### src/rtl/dwt_pass_sequencer.sv
// Sequences the passes of a multi-level 2-D DWT: one pass per level, halving the region
// each time, stopping at the requested level or when the region gets too small.
module dwt_pass_sequencer #(
    parameter logic [10:0] IMG_WIDTH  = 11'd1024,
    parameter logic [10:0] IMG_HEIGHT = 11'd768,
    parameter logic [3:0]  MAX_LEVEL  = 4'd10
) (
    input  logic        clock,
    input  logic        reset,
    input  logic [3:0]  level,
    input  logic        level_update,
    input  logic        pass_done,
    output logic        pass_start,
    output logic [3:0]  pass_index,
    output logic [10:0] pass_width,
    output logic [10:0] pass_height,
    output logic        busy,
    output logic        all_done
);

    typedef enum logic [2:0] {StIdle, StStart, StWait, StNext, StDone} state_e;

    state_e      state_q, state_d;
    logic [3:0]  target_q, target_d;
    logic        pending_q, pending_d;
    logic [3:0]  pending_level_q, pending_level_d;
    logic [3:0]  pass_index_q, pass_index_d;
    logic [10:0] pass_width_q, pass_width_d;
    logic [10:0] pass_height_q, pass_height_d;
    logic        pass_start_q, pass_start_d;
    logic        busy_q, busy_d;
    logic        all_done_q, all_done_d;

    logic [3:0]  level_clamped;
    logic        load_seq;
    logic [3:0]  load_level;

    always_comb begin
        state_d         = state_q;
        target_d        = target_q;
        pending_d       = pending_q;
        pending_level_d = pending_level_q;
        pass_index_d    = pass_index_q;
        pass_width_d    = pass_width_q;
        pass_height_d   = pass_height_q;
        load_seq        = 1'b0;
        level_clamped   = (level > MAX_LEVEL) ? MAX_LEVEL : level;
        load_level      = level_clamped;

        // Updates arriving mid-sequence are parked; the newest one wins.
        if (level_update && (state_q inside {StStart, StWait, StNext})) begin
            pending_d       = 1'b1;
            pending_level_d = level_clamped;
        end

        unique case (state_q)
            StIdle, StDone: begin
                state_d = StIdle;
                if (level_update) begin
                    load_seq   = 1'b1;
                    load_level = level_clamped;
                end
            end
            StStart: state_d = StWait;
            StWait: begin
                if (pass_done) begin
                    if (pending_d) begin
                        pending_d  = 1'b0;
                        load_seq   = 1'b1;
                        load_level = pending_level_d;
                    end else if ((pass_index_q + 4'd1 == target_q) ||
                                 ((pass_width_q >> 1) < 11'd2) ||
                                 ((pass_height_q >> 1) < 11'd2)) begin
                        state_d = StDone;
                    end else begin
                        state_d = StNext;
                    end
                end
            end
            StNext: begin
                pass_index_d  = pass_index_q + 4'd1;
                pass_width_d  = pass_width_q >> 1;
                pass_height_d = pass_height_q >> 1;
                state_d       = StStart;
            end
            default: state_d = StIdle;
        endcase

        if (load_seq) begin
            target_d      = load_level;
            pass_index_d  = 4'd0;
            pass_width_d  = IMG_WIDTH;
            pass_height_d = IMG_HEIGHT;
            state_d       = (load_level != 4'd0) ? StStart : StDone;
        end

        pass_start_d = (state_d == StStart);
        busy_d       = (state_d inside {StStart, StWait, StNext});
        all_done_d   = (state_d == StDone);
    end

    always_ff @(posedge clock) begin
        if (reset) begin
            state_q         <= StIdle;
            target_q        <= 4'd0;
            pending_q       <= 1'b0;
            pending_level_q <= 4'd0;
            pass_index_q    <= 4'd0;
            pass_width_q    <= IMG_WIDTH;
            pass_height_q   <= IMG_HEIGHT;
            pass_start_q    <= 1'b0;
            busy_q          <= 1'b0;
            all_done_q      <= 1'b0;
        end else begin
            state_q         <= state_d;
            target_q        <= target_d;
            pending_q       <= pending_d;
            pending_level_q <= pending_level_d;
            pass_index_q    <= pass_index_d;
            pass_width_q    <= pass_width_d;
            pass_height_q   <= pass_height_d;
            pass_start_q    <= pass_start_d;
            busy_q          <= busy_d;
            all_done_q      <= all_done_d;
        end
    end

    assign pass_start  = pass_start_q;
    assign pass_index  = pass_index_q;
    assign pass_width  = pass_width_q;
    assign pass_height = pass_height_q;
    assign busy        = busy_q;
    assign all_done    = all_done_q;

endmodule

### config.mk
export PLATFORM = sky130hd
export DESIGN_NAME = dwt_pass_sequencer
export DESIGN_NICKNAME = d
export VERILOG_FILES = /design/src/rtl/dwt_pass_sequencer.sv
export SDC_FILE = /design/constraint.sdc
export NUM_CORES = 1
export LEC_CHECK = 0
export ABC_AREA = 1
export CORE_ASPECT_RATIO = 1.25
export CORE_MARGIN = 4
export CORE_UTILIZATION = 50
export CTS_CLUSTER_DIAMETER = 80
export CTS_CLUSTER_SIZE = 12
export DETAILED_ROUTE_END_ITERATION = 10
export HOLD_SLACK_MARGIN = 0.06
export PLACE_DENSITY_LB_ADDON = 0.1
export SYNTH_ARGS = -nofsm -noshare
export SYNTH_HDL_FRONTEND = slang
export SYNTH_SLANG_ARGS = --single-unit
### constraint.sdc
create_clock -name clock -period 2 [get_ports clock]
set_input_delay 0.3 -clock clock [delete_from_list [all_inputs] [get_ports clock]]
set_output_delay 0.3 -clock clock [all_outputs]
set_load 0.03 [all_outputs]
**Word-level counts from Yosys, hierarchy flattened**

Cells that the tools add are included.

- Bits in registers: 40
- Word-level logic and storage cells: 50
- Bits in writable memories: 0
- Bits in read-only memories: 0
- Output and inout port bits: 29
- Bits of input ports: 8
- Memories kept: 0
- Bits in latches: 0

- Mux-type cells: 18
- Multipliers: 0
- Add/subtract/negate cells: 1
- Divide/modulo/power cells: 0
- Shift-type cells: 0
- Reductions and logical operators: 9
- $lt $le $gt $ge: 3
- Bitwise gates (word level): 0
- Equal/unequal tests: 9

Operators with widths:

| cell | count |
|---|---|
| $mux W4 | 5 |
| $mux W3 | 5 |
| $eq A3 B2 Y1 const B | 4 |
| $lt A10 B2 Y1 const B | 1 |
| $lt A9 B2 Y1 const B | 1 |
| $pmux W3 S3 | 1 |
| $eq A3 B1 Y1 const B | 2 |
| $eq A3 B3 Y1 const B | 2 |
| $mux W1 | 6 |
| $reduce_bool A3 Y1 | 2 |
| $add A4 B1 Y4 const B | 1 |
| $eq A4 B4 Y1 | 1 |
| $gt A4 B4 Y1 const B | 1 |
| $reduce_bool A4 Y1 | 1 |
| $reduce_or A2 Y1 | 2 |
| $logic_not A3 Y1 | 1 |
| $logic_or A1 B1 Y1 | 2 |
| $pmux W1 S2 | 1 |
| $logic_and A1 B1 Y1 | 1 |

**Depth between registers and ports, before layout**

Gate-level depths: netlist of the first run.

- Depth in word-level cells: 12
- Depth in mapped cells: 15
- Mapped depth without buffers: 15

**Least setup slack after synthesis of the first run**

OpenSTA, ideal clock, no wires.

- Kind: register to register
- From: register pass_index_q[0], in the netlist pass_index[0]
- To: register busy_q, in the netlist busy
- Stages on the path, launching flop included: 12
- Path buffers: 0
- Data arrival time: 1618 ps
- Clock period less this slack: 1746 ps
- Path slack: 254 ps
- Data required time: 1872 ps
- Library setup time: 128 ps
- Cell sequence: dfxtp_1 -> ha_1 -> xnor2_1 -> nand2_1 -> nor2_1 -> nand3_1 -> nand4_1 -> nand2_1 -> inv_1 -> nand2_2 -> nor2_1 -> nor2_1

- Longest elaborated chain between the ends: 11
- Elaborated cells between the ends (all ways): 13
- Those cells by class: add/sub: 1; eq/ne: 4; mux: 5; reduce/logical: 3

RTL lines:

| element | line | RTL |
|---|---|---|
| start: declaration | 27 | `logic [3:0] pass_index_q, pass_index_d;` |
| start signal: assignment | 119 | `pass_index_q <= pass_index_d;` |
| $add A4 B1 Y4 * | 71 | `end else if ((pass_index_q + 4'd1 == target_q) \|\|` |
| $eq A4 B4 Y1 * | 71 |  |
| $logic_or A1 B1 Y1 * | 71 |  |
| $logic_or A1 B1 Y1 * | 72 | `((pass_width_q >> 1) < 11'd2) \|\|` |
| $mux W3 * | 71 |  |
| $mux W3 * | 67 | `if (pending_d) begin` |
| $mux W3 * | 66 | `if (pass_done) begin` |
| $pmux W3 S3 * | 56 | `unique case (state_q)` |
| $mux W3 * | 89 | `if (load_seq) begin` |
| $eq A3 B1 Y1 / $eq A3 B2 Y1 (equally long branches) | 98 | `busy_d = (state_d inside {StStart, StWait, StNext});` |
| $reduce_bool A3 Y1 * | 98 |  |
| end signal: assignment | 123 | `busy_q <= busy_d;` |
| end: declaration | 31 | `logic busy_q, busy_d;` |

Every way passes the cells marked *; elsewhere a longest branch is shown, timed or not.
A chain may end at the register's enable or synchronous reset.

**Worst setup path in the final report of the first run**

- From: register pass_index_q[0], in the netlist pass_index[0]
- To: output port pass_index[0]

RTL lines:

| element | line | RTL |
|---|---|---|
| end: declaration | 14 | `output logic [3:0] pass_index,` |

No word-level cell between the ends.

==> results of run 1 <==
## worst max-delay path by stage
| stage | slack, ns | to | from | cells past startpoint |
|---|---|---|---|---|
| after floorplan | 0.25 | busy | pass_index[0] | 11 |
| after global placement | 0.04 | busy | pass_done | 12 |
| after detailed placement | 0.02 | busy | pass_done | 12 |
| after CTS | 0.24 | pass_index[0] | pass_index[0] | 2 |
| after global routing | 0.12 | busy | state_q[2] | 14 |
| final | 0.26 | pass_index[0] | pass_index[0] | 2 |
## cell usage after synthesis (all sizes together)
| library cell | count | area (µm²) |
|---|---|---|
| xnor2 | 1 | 8.76 |
| o21ai | 6 | 30.0 |
| nor2 | 24 | 95.1 |
| ha | 1 | 12.5 |
| nor3 | 3 | 15.0 |
| dfxtp | 39 | 781 |
| nand4 | 4 | 25.0 |
| a31oi | 1 | 6.26 |
| a21oi | 28 | 155 |
| buf | 4 | 25.0 |
| inv | 27 | 101 |
| clkbuf | 5 | 18.8 |
| o22ai | 2 | 12.5 |
| nand2 | 101 | 402 |
| nand3 | 12 | 72.6 |
| conb | 1 | 3.75 |
## worst reg2reg max path, cell delays in order, from the launching register on
cell and delay [ns]:
sky130_fd_sc_hd__dfxtp_1 0.41, sky130_fd_sc_hd__ha_1 0.29, sky130_fd_sc_hd__xnor2_1 0.16, sky130_fd_sc_hd__nand2_1 0.06, sky130_fd_sc_hd__nor2_1 0.10, sky130_fd_sc_hd__nand3_1 0.11, sky130_fd_sc_hd__nand2_1 0.07, sky130_fd_sc_hd__nand2_1 0.05
sky130_fd_sc_hd__o21ai_0 0.08, sky130_fd_sc_hd__nand2_1 0.07, sky130_fd_sc_hd__nand2_1 0.06, sky130_fd_sc_hd__nand2_1 0.07, sky130_fd_sc_hd__nor2_1 0.09
## logic make-up after synthesis
family,share of synthesized area [%]
adder cells (fa/ha/maj),0.709
buffers and inverters,8.23
AND/OR/NAND/NOR,34.5
flip-flops,44.3
other,0.213
AO/OA/AOI/OAI,11.6
XOR/XNOR,0.497
## area by class of cell
type / instances / area [µm²] / area share (%)
clock buffer: 6 / 82.6 / 3.58
clock inverter: 2 / 35.0 / 1.52
inverter: 27 / 101 / 4.39
multi-input combinational: 184 / 838 / 36.3
sequential: 39 / 781 / 33.8
tap: 37 / 46.3 / 2.01
timing repair buffer: 43 / 423 / 18.3
## per-layer routing
layer | wire [µm] | vias to the layer above | part of all wire (%) | track usage, %
li1 | - | 890 | - | -
met1 | 1610 | 727 | 43 | 19.9
met2 | 1890 | 33 | 51 | 33.8
met3 | 164 | 8 | 4.4 | 3.65
met4 | 73 | 0 | 2.0 | 8.67
met5 | 0 | - | 0 | 0
## power by group through the flow
stage / combinational [mW] / sequential (mW) / clock [mW]
global placement: 0.212 / 0.831 / 0
global route: 0.240 / 0.816 / 0.725
floorplan: 0.127 / 0.843 / 0
detailed placement: 0.214 / 0.832 / 0
CTS: 0.216 / 0.813 / 0.699
finish: 0.214 / 0.813 / 0.681
## state kept, by name, summed over array words and instances (netlist names)
name             flops
pass_width          11
pass_height          9
pass_index           4
pending_level_q      4
target_q             4
state_q              3
all_done             1
busy                 1
pass_start           1
pending_q            1
## metrics by stage
step                total power, mW  area, µm²  utilization [%]
floorplan                     0.970       1760                -
global placement               1.04       2190             66.2
detailed placement             1.05       2190             66.2
CTS                            1.73       2310             69.7
global route                   1.78       2310             69.7
finish                         1.71       2310             69.7
==> results.md, run 1 <==
Placement:
- The last weighted congestion value of the routability-driven placer is slightly above 0.9.
- The worst slack at placement is about 0.017 ns.
- The number of buffers inserted by port buffering is 35.
- After detailed placement, the design holds a cell count of 330.
- Summed over all nets, the half-perimeter wirelength after detailed placement is roughly 2800 µm.

Clock network:
- Clock latency on the worst-skew pair, taken at its later pin, is approximately 0.29 ns.
- Hold repair after CTS inserted 0 buffers.
- The CTS tree is done.
- CTS placed an instance of sky130_fd_sc_hd__clkbuf_8 at the clock tree root.
- The number of sinks on the clock net is 39.
- In this run the post-CTS setup repair buffer count came out at 0.
- Clock-pin slew was measured on the worst setup and hold paths at 0.07 ns.
- Once the clock tree was built, the resizer swapped 0 gates to a different size.
- The total number of H-tree levels is 2.
- The total CTS buffers is 5.
- The maximum clock insertion buffer count is 2.

Finish:
- The area growth from synthesis to layout is 30.8%.
- The fraction of final layout cells sized beyond drive strength 1 is a little under an eighth.
- The library cells used most frequently in the layout, excluding fill and tap cells, are sky130_fd_sc_hd__nand2_1 (92), sky130_fd_sc_hd__dfxtp_1 (39), sky130_fd_sc_hd__clkdlybuf4s50_1 (35).
- The number of fill cells is between 200 and 300.
- The leading cell type in the layout, fill and taps excluded is sky130_fd_sc_hd__nand2_1.
- The repair_antennas step left the layout with diodes totalling 0.
- After the flow finishes, the layout carries non-filler instances totaling 338.
- The final net count is 309.

Floorplan:
- During I/O placement, the number of pins put on the boundary was 37.
- The floorplan step defined a die boundary enclosing 0.00455 mm².
- The floorplan step set the die height to ~74 µm.
- The core region is roughly 0.0033 mm².
- The initial core utilization is 53.3%.
- The number of core rows is 23.
- The die outline width is between 60 and 70 µm.

STA:
- Setup repair after global routing left no endpoint under its margin.
- The number of slew-limit violations in the final report was 0.
- Static timing analysis puts the maximum clock frequency at 0.574 GHz.
- Across all setup checks in the final design, the least slack found is 0.259 ns.
- The final period demand of the worst path is 1.74 ns.
- Setup violations remaining at the end of the flow were counted as 0.
- The final number of hold-violating endpoints is 0.
- The final-layout setup total negative slack is 0 ns.
- The worst-case hold slack is between 0.4 and 0.5 ns.
- The post-route fraction of the period consumed by the critical path is slightly below 90%.
- The setup skew after layout is roughly 0.0051 ns.

Power and ir drop:
- Net switching is about a quarter of the power.
- The leakage component of the power is roughly 0.9 nW.
- The analysis attributes to net switching a power of 420 µW.
- The combinational cell fraction of total power is 12.5%.
- The internal portion of the total power is 1.29 mW.
- The clock network power share is about two fifths.
- The power density of the placed cells is about 740 mW/mm².
- The maximum vdd ir drop is about 0.00064 V.
- The sequential share of power is a little under half.

Global route:
- The first global-routing pass estimated between 6000 and 7000 µm of wire.
- In the global route stage, overall resource usage came out at approximately 19%.
- The via count of the first global-routing pass was 1,517.
- The largest net degree at the start of global routing is 26.
- The initial antenna violation count came to 0.
- Summed over all layers, the global routing overflow is 0.

Route:
- The post-route antenna net violation count is 0.
- For this block, the routed nets add up to ~3700 µm of wire.
- In the final routed layout, each cell accounts on average for between 10 and 15 µm.
- The number of search-and-repair iterations in the first detailed-routing pass is 4.
- The DRC violation count after routing is 0.
- The first routing iteration left 81 violations.
- The routed layout has ~1,700 vias.
- In the routed layout, each cell is associated on average with a via count of about 4.9.

Setup path:
- The cell class contributing the biggest share of worst-path delay is buffers and inverters.
- Traced cell by cell, the critical path runs through buf_4, clkdlybuf4s50_1.
- Measured in cells, the most critical reg-to-reg path has a length of 12.
- Together, buffers and inverters on the worst path number 2.
- STA puts the critical path data required time at 1.70 ns.
- The setup path with the least slack is of type register to output port.
- The critical path data arrival time is between 1 and 1.5 ns.
- The element type at the critical path end is an output port.
- The reg-to-reg startpoint is pass_index[1].
- The type of element launching the critical path is a register.
- The delay of the slowest cell on the worst path is ~0.67 ns.
- Setup slack on the worst reg-to-reg path comes out at between 0.3 and 0.4 ns.
- The largest fanout on the critical path is 6.
- The endpoint of the worst-slack reg-to-reg timing path is state_q[2].
- The largest individual stage delay along the critical path comes from the cell sky130_fd_sc_hd__clkdlybuf4s50_1.

Worst hold path:
- In this run the most critical hold path is launched from pass_height[0].
- The endpoint of the worst hold-timing path is pass_height[0].
- The class of the worst hold path is register to register.
- The count of cells along the worst hold path is 2.

Synth:
- The number of nets handed over by synthesis was about 270.
- The share of the Yosys chip area taken by registers is between 40 and 50%.
- In this run the cell area of the synthesized design comes to between 0.0015 and 0.002 mm².
- The mean instance size in the synthesized netlist is 6.81 µm².
- Synthesis produced a netlist whose cell count is 259.
- Counting flops and latches in the post-synthesis netlist gives 39.
- The number of distinct library cell variants in the gate-level netlist after synthesis is 24.
- The total number of yosys warnings is 0.

Outcome:
- The run finished with clean final reports.

Flow run:
- The tool flagged a number of max-cap violations equal to 0.
(Power assumes the default switching activity.)
==> run 2, diff against run 1 <==
- CORE_MARGIN: 4 -> 1.5
==> run 2 against run 1 <==
Against the previous run: clock skew about the same; sequential power is essentially flat; count of clock-buffer cells in the layout is the same; power shrank 8.9%; cell area shrank 1.3%; global-route usage is 1.4 points higher; routed wire length fell by 3.8%.
==> results.md, run 2 (same netlist as run 1, synthesis figures left out) <==
Outcome:
- The flow ran to the end, and the final reports show no timing, DRC or antenna violations.

Clock network:
- TritonCTS built the clock tree.
- The cell chosen for the clock root is sky130_fd_sc_hd__clkbuf_8.
- The maximum clock insertion buffer count is 2.
- Once the clock tree was built, the resizer swapped 0 gates to a different size.
- The count of hold buffers inserted by post-cts repair is 0.
- Counting the buffers created by CTS gives 5.
- The clock reaches the later pin of the worst-skew pair after around 0.29 ns.
- The number of sinks on the clock net is 39.
- The total number of H-tree levels is 2.
- The clock-pin slew of the registers on the worst-case setup and hold paths is 0.07 ns.
- The number of setup buffers added after CTS is 0.

STA:
- The post-route fraction of the period consumed by the critical path is 88.2%.
- The total of endpoints with negative setup slack in the final report is 0.
- The final number of hold-violating endpoints is 0.
- Hold is met by around 0.47 ns.
- The smallest clock period supported by the final layout is computed as 1.76 ns.
- The number of slew-limit violations in the final report is 0.
- The worst setup margin is ~0.24 ns.
- The maximum frequency from static timing analysis is about 0.57 GHz.
- Setup repair after global routing left no endpoint under its margin.
- The setup skew after layout is 0.00475 ns.
- After routing, the total negative slack on setup checks comes to 0 ns.

Flow run:
- The tool flagged a number of max-cap violations equal to 0.

Power and ir drop:
- The total power after layout is between 1.5 and 2 mW.
- In this run the static leakage power is 0.905 nW.
- Power spread over the standard cell area amounts to around 680 mW/mm².
- IR analysis of the VDD net gives a maximum drop of approximately 0.00049 V.

Global route:
- Across every metal layer, demand over resource in global routing totals about a fifth.
- The global-route wire length before repair is about 6300 µm.
- For this run the aggregate overflow at the end of global routing stands at 0.
- The initial antenna violation count is 0.
- The via count of the first global-routing pass came to between 1,500 and 2,000.
- Entering global routing, the biggest net connects 26 pins.

Floorplan:
- The standard cell core area is 0.00328 mm².
- The initial utilization of the core area, before any placement, comes to between 50 and 60%.
- The die outline width is 56.1 µm.
- The floorplan has 23 rows.
- The overall die area is between 0.003 and 0.004 mm².
- The floorplan step set the die height to between 60 and 70 µm.
- 37 I/O pins were placed.

Finish:
- The fraction of final layout cells sized beyond drive strength 1 is a little under an eighth.
- The post-layout utilization of the core is approximately 70%.
- The antenna diode instance count is 0.
- The register with the most flip-flops in the layout has 11 of them.
- At the end of the flow, the number of nets in the layout was around 300.
- Relative to the synthesized area, the layout overhead comes to 29.1%.
- The library cells used most frequently in the layout, excluding fill and tap cells, are sky130_fd_sc_hd__nand2_1 (92), sky130_fd_sc_hd__dfxtp_1 (39), sky130_fd_sc_hd__clkdlybuf4s50_1 (35).
- The library cell used most frequently in the layout, excluding fill and tap cells, is sky130_fd_sc_hd__nand2_1.

Setup path:
- On the critical path, the stage with the largest delay is an instance of sky130_fd_sc_hd__clkdlybuf4s50_1.
- The largest fanout on the critical path is 7.
- The required time at the worst-slack endpoint is around 1.7 ns.
- The element type at the critical path end is an output port.
- Traced cell by cell, the critical path runs through clkdlybuf4s50_1.
- The register-to-register setup slack is roughly 0.32 ns.
- The delay of the slowest cell on the worst path is around 0.74 ns.
- The cell class contributing the biggest share of worst-path delay is buffers and inverters.
- The number of buffer and inverter instances along the worst setup path is 1.
- The critical path is of the register to output port type.
- The critical path data arrival time is 1.46 ns.
- The type of element launching the critical path is a register.

Placement:
- Input and output buffers added on the ports amount to 35.
- The detailed-placement wirelength estimate is about 2700 µm.
- The congestion estimate from routability-driven global placement came to 0.947.
- The worst slack at placement is -0.00263 ns.

Route:
- The number of search-and-repair iterations in the first detailed-routing pass is 4.
- After detailed routing, the average wire length per cell comes to roughly 11 µm.
- For this block, the via count after detailed routing is ~1,700.
- The DRC violation count after routing is 0.
- The iteration-0 DRC count of the detailed router is a little over 60.
- The post-route antenna net violation count is 0.
- The average via count per standard cell is 5.09.
- The routed design has roughly 3600 µm of wire.

Worst hold path:
- The class of the worst hold path is register to register.
==> run 2: cell types whose count changed in the layout (fill, tap and decap cells not counted) <==
cell,before,now
sky130_fd_sc_hd__bufinv_16,1,0
==> run 2: layer usage <==
layer  global-route usage [%]  wire [µm]
met2                     34.5       1870
met1                     22.4       1510
met5                        0          0
met4                     9.26         64
met3                     5.41        145
==> run 2: area by class of cell <==
| class | count | area [µm²] |
|---|---|---|
| tap | 37 | 46.3 |
| clock buffer | 6 | 82.6 |
| sequential | 39 | 781 |
| inverter | 27 | 101 |
| multi-input combinational | 184 | 838 |
| clock inverter | 1 | 5.00 |
| timing repair buffer | 43 | 423 |
| fill | 308 | 1000 |
==> run 2: final timing paths <==
check | start | to | depth (start not counted)
max | pass_index[2] | pass_index[2] | 1
min | pass_height[0] | pass_height[0] | 2
max reg2reg | pass_index[1] | busy | 11
min reg2reg | pass_height[0] | pass_height[0] | 2
==> run 2: power by group <==
| group | switching [mW] | internal (mW) |
|---|---|---|
| combinational | 0.129 | 0.0836 |
| sequential | 0.0122 | 0.801 |
| clock | 0.261 | 0.270 |
| total | 0.401 | 1.16 |
==> run 2: through the flow <==
step | instances | area, µm²
after floorplan | 259 | 1760
after global placement | 330 | 2190
after detailed placement | 330 | 2190
after CTS | 337 | 2280
after global routing | 337 | 2280
final | 337 | 2280
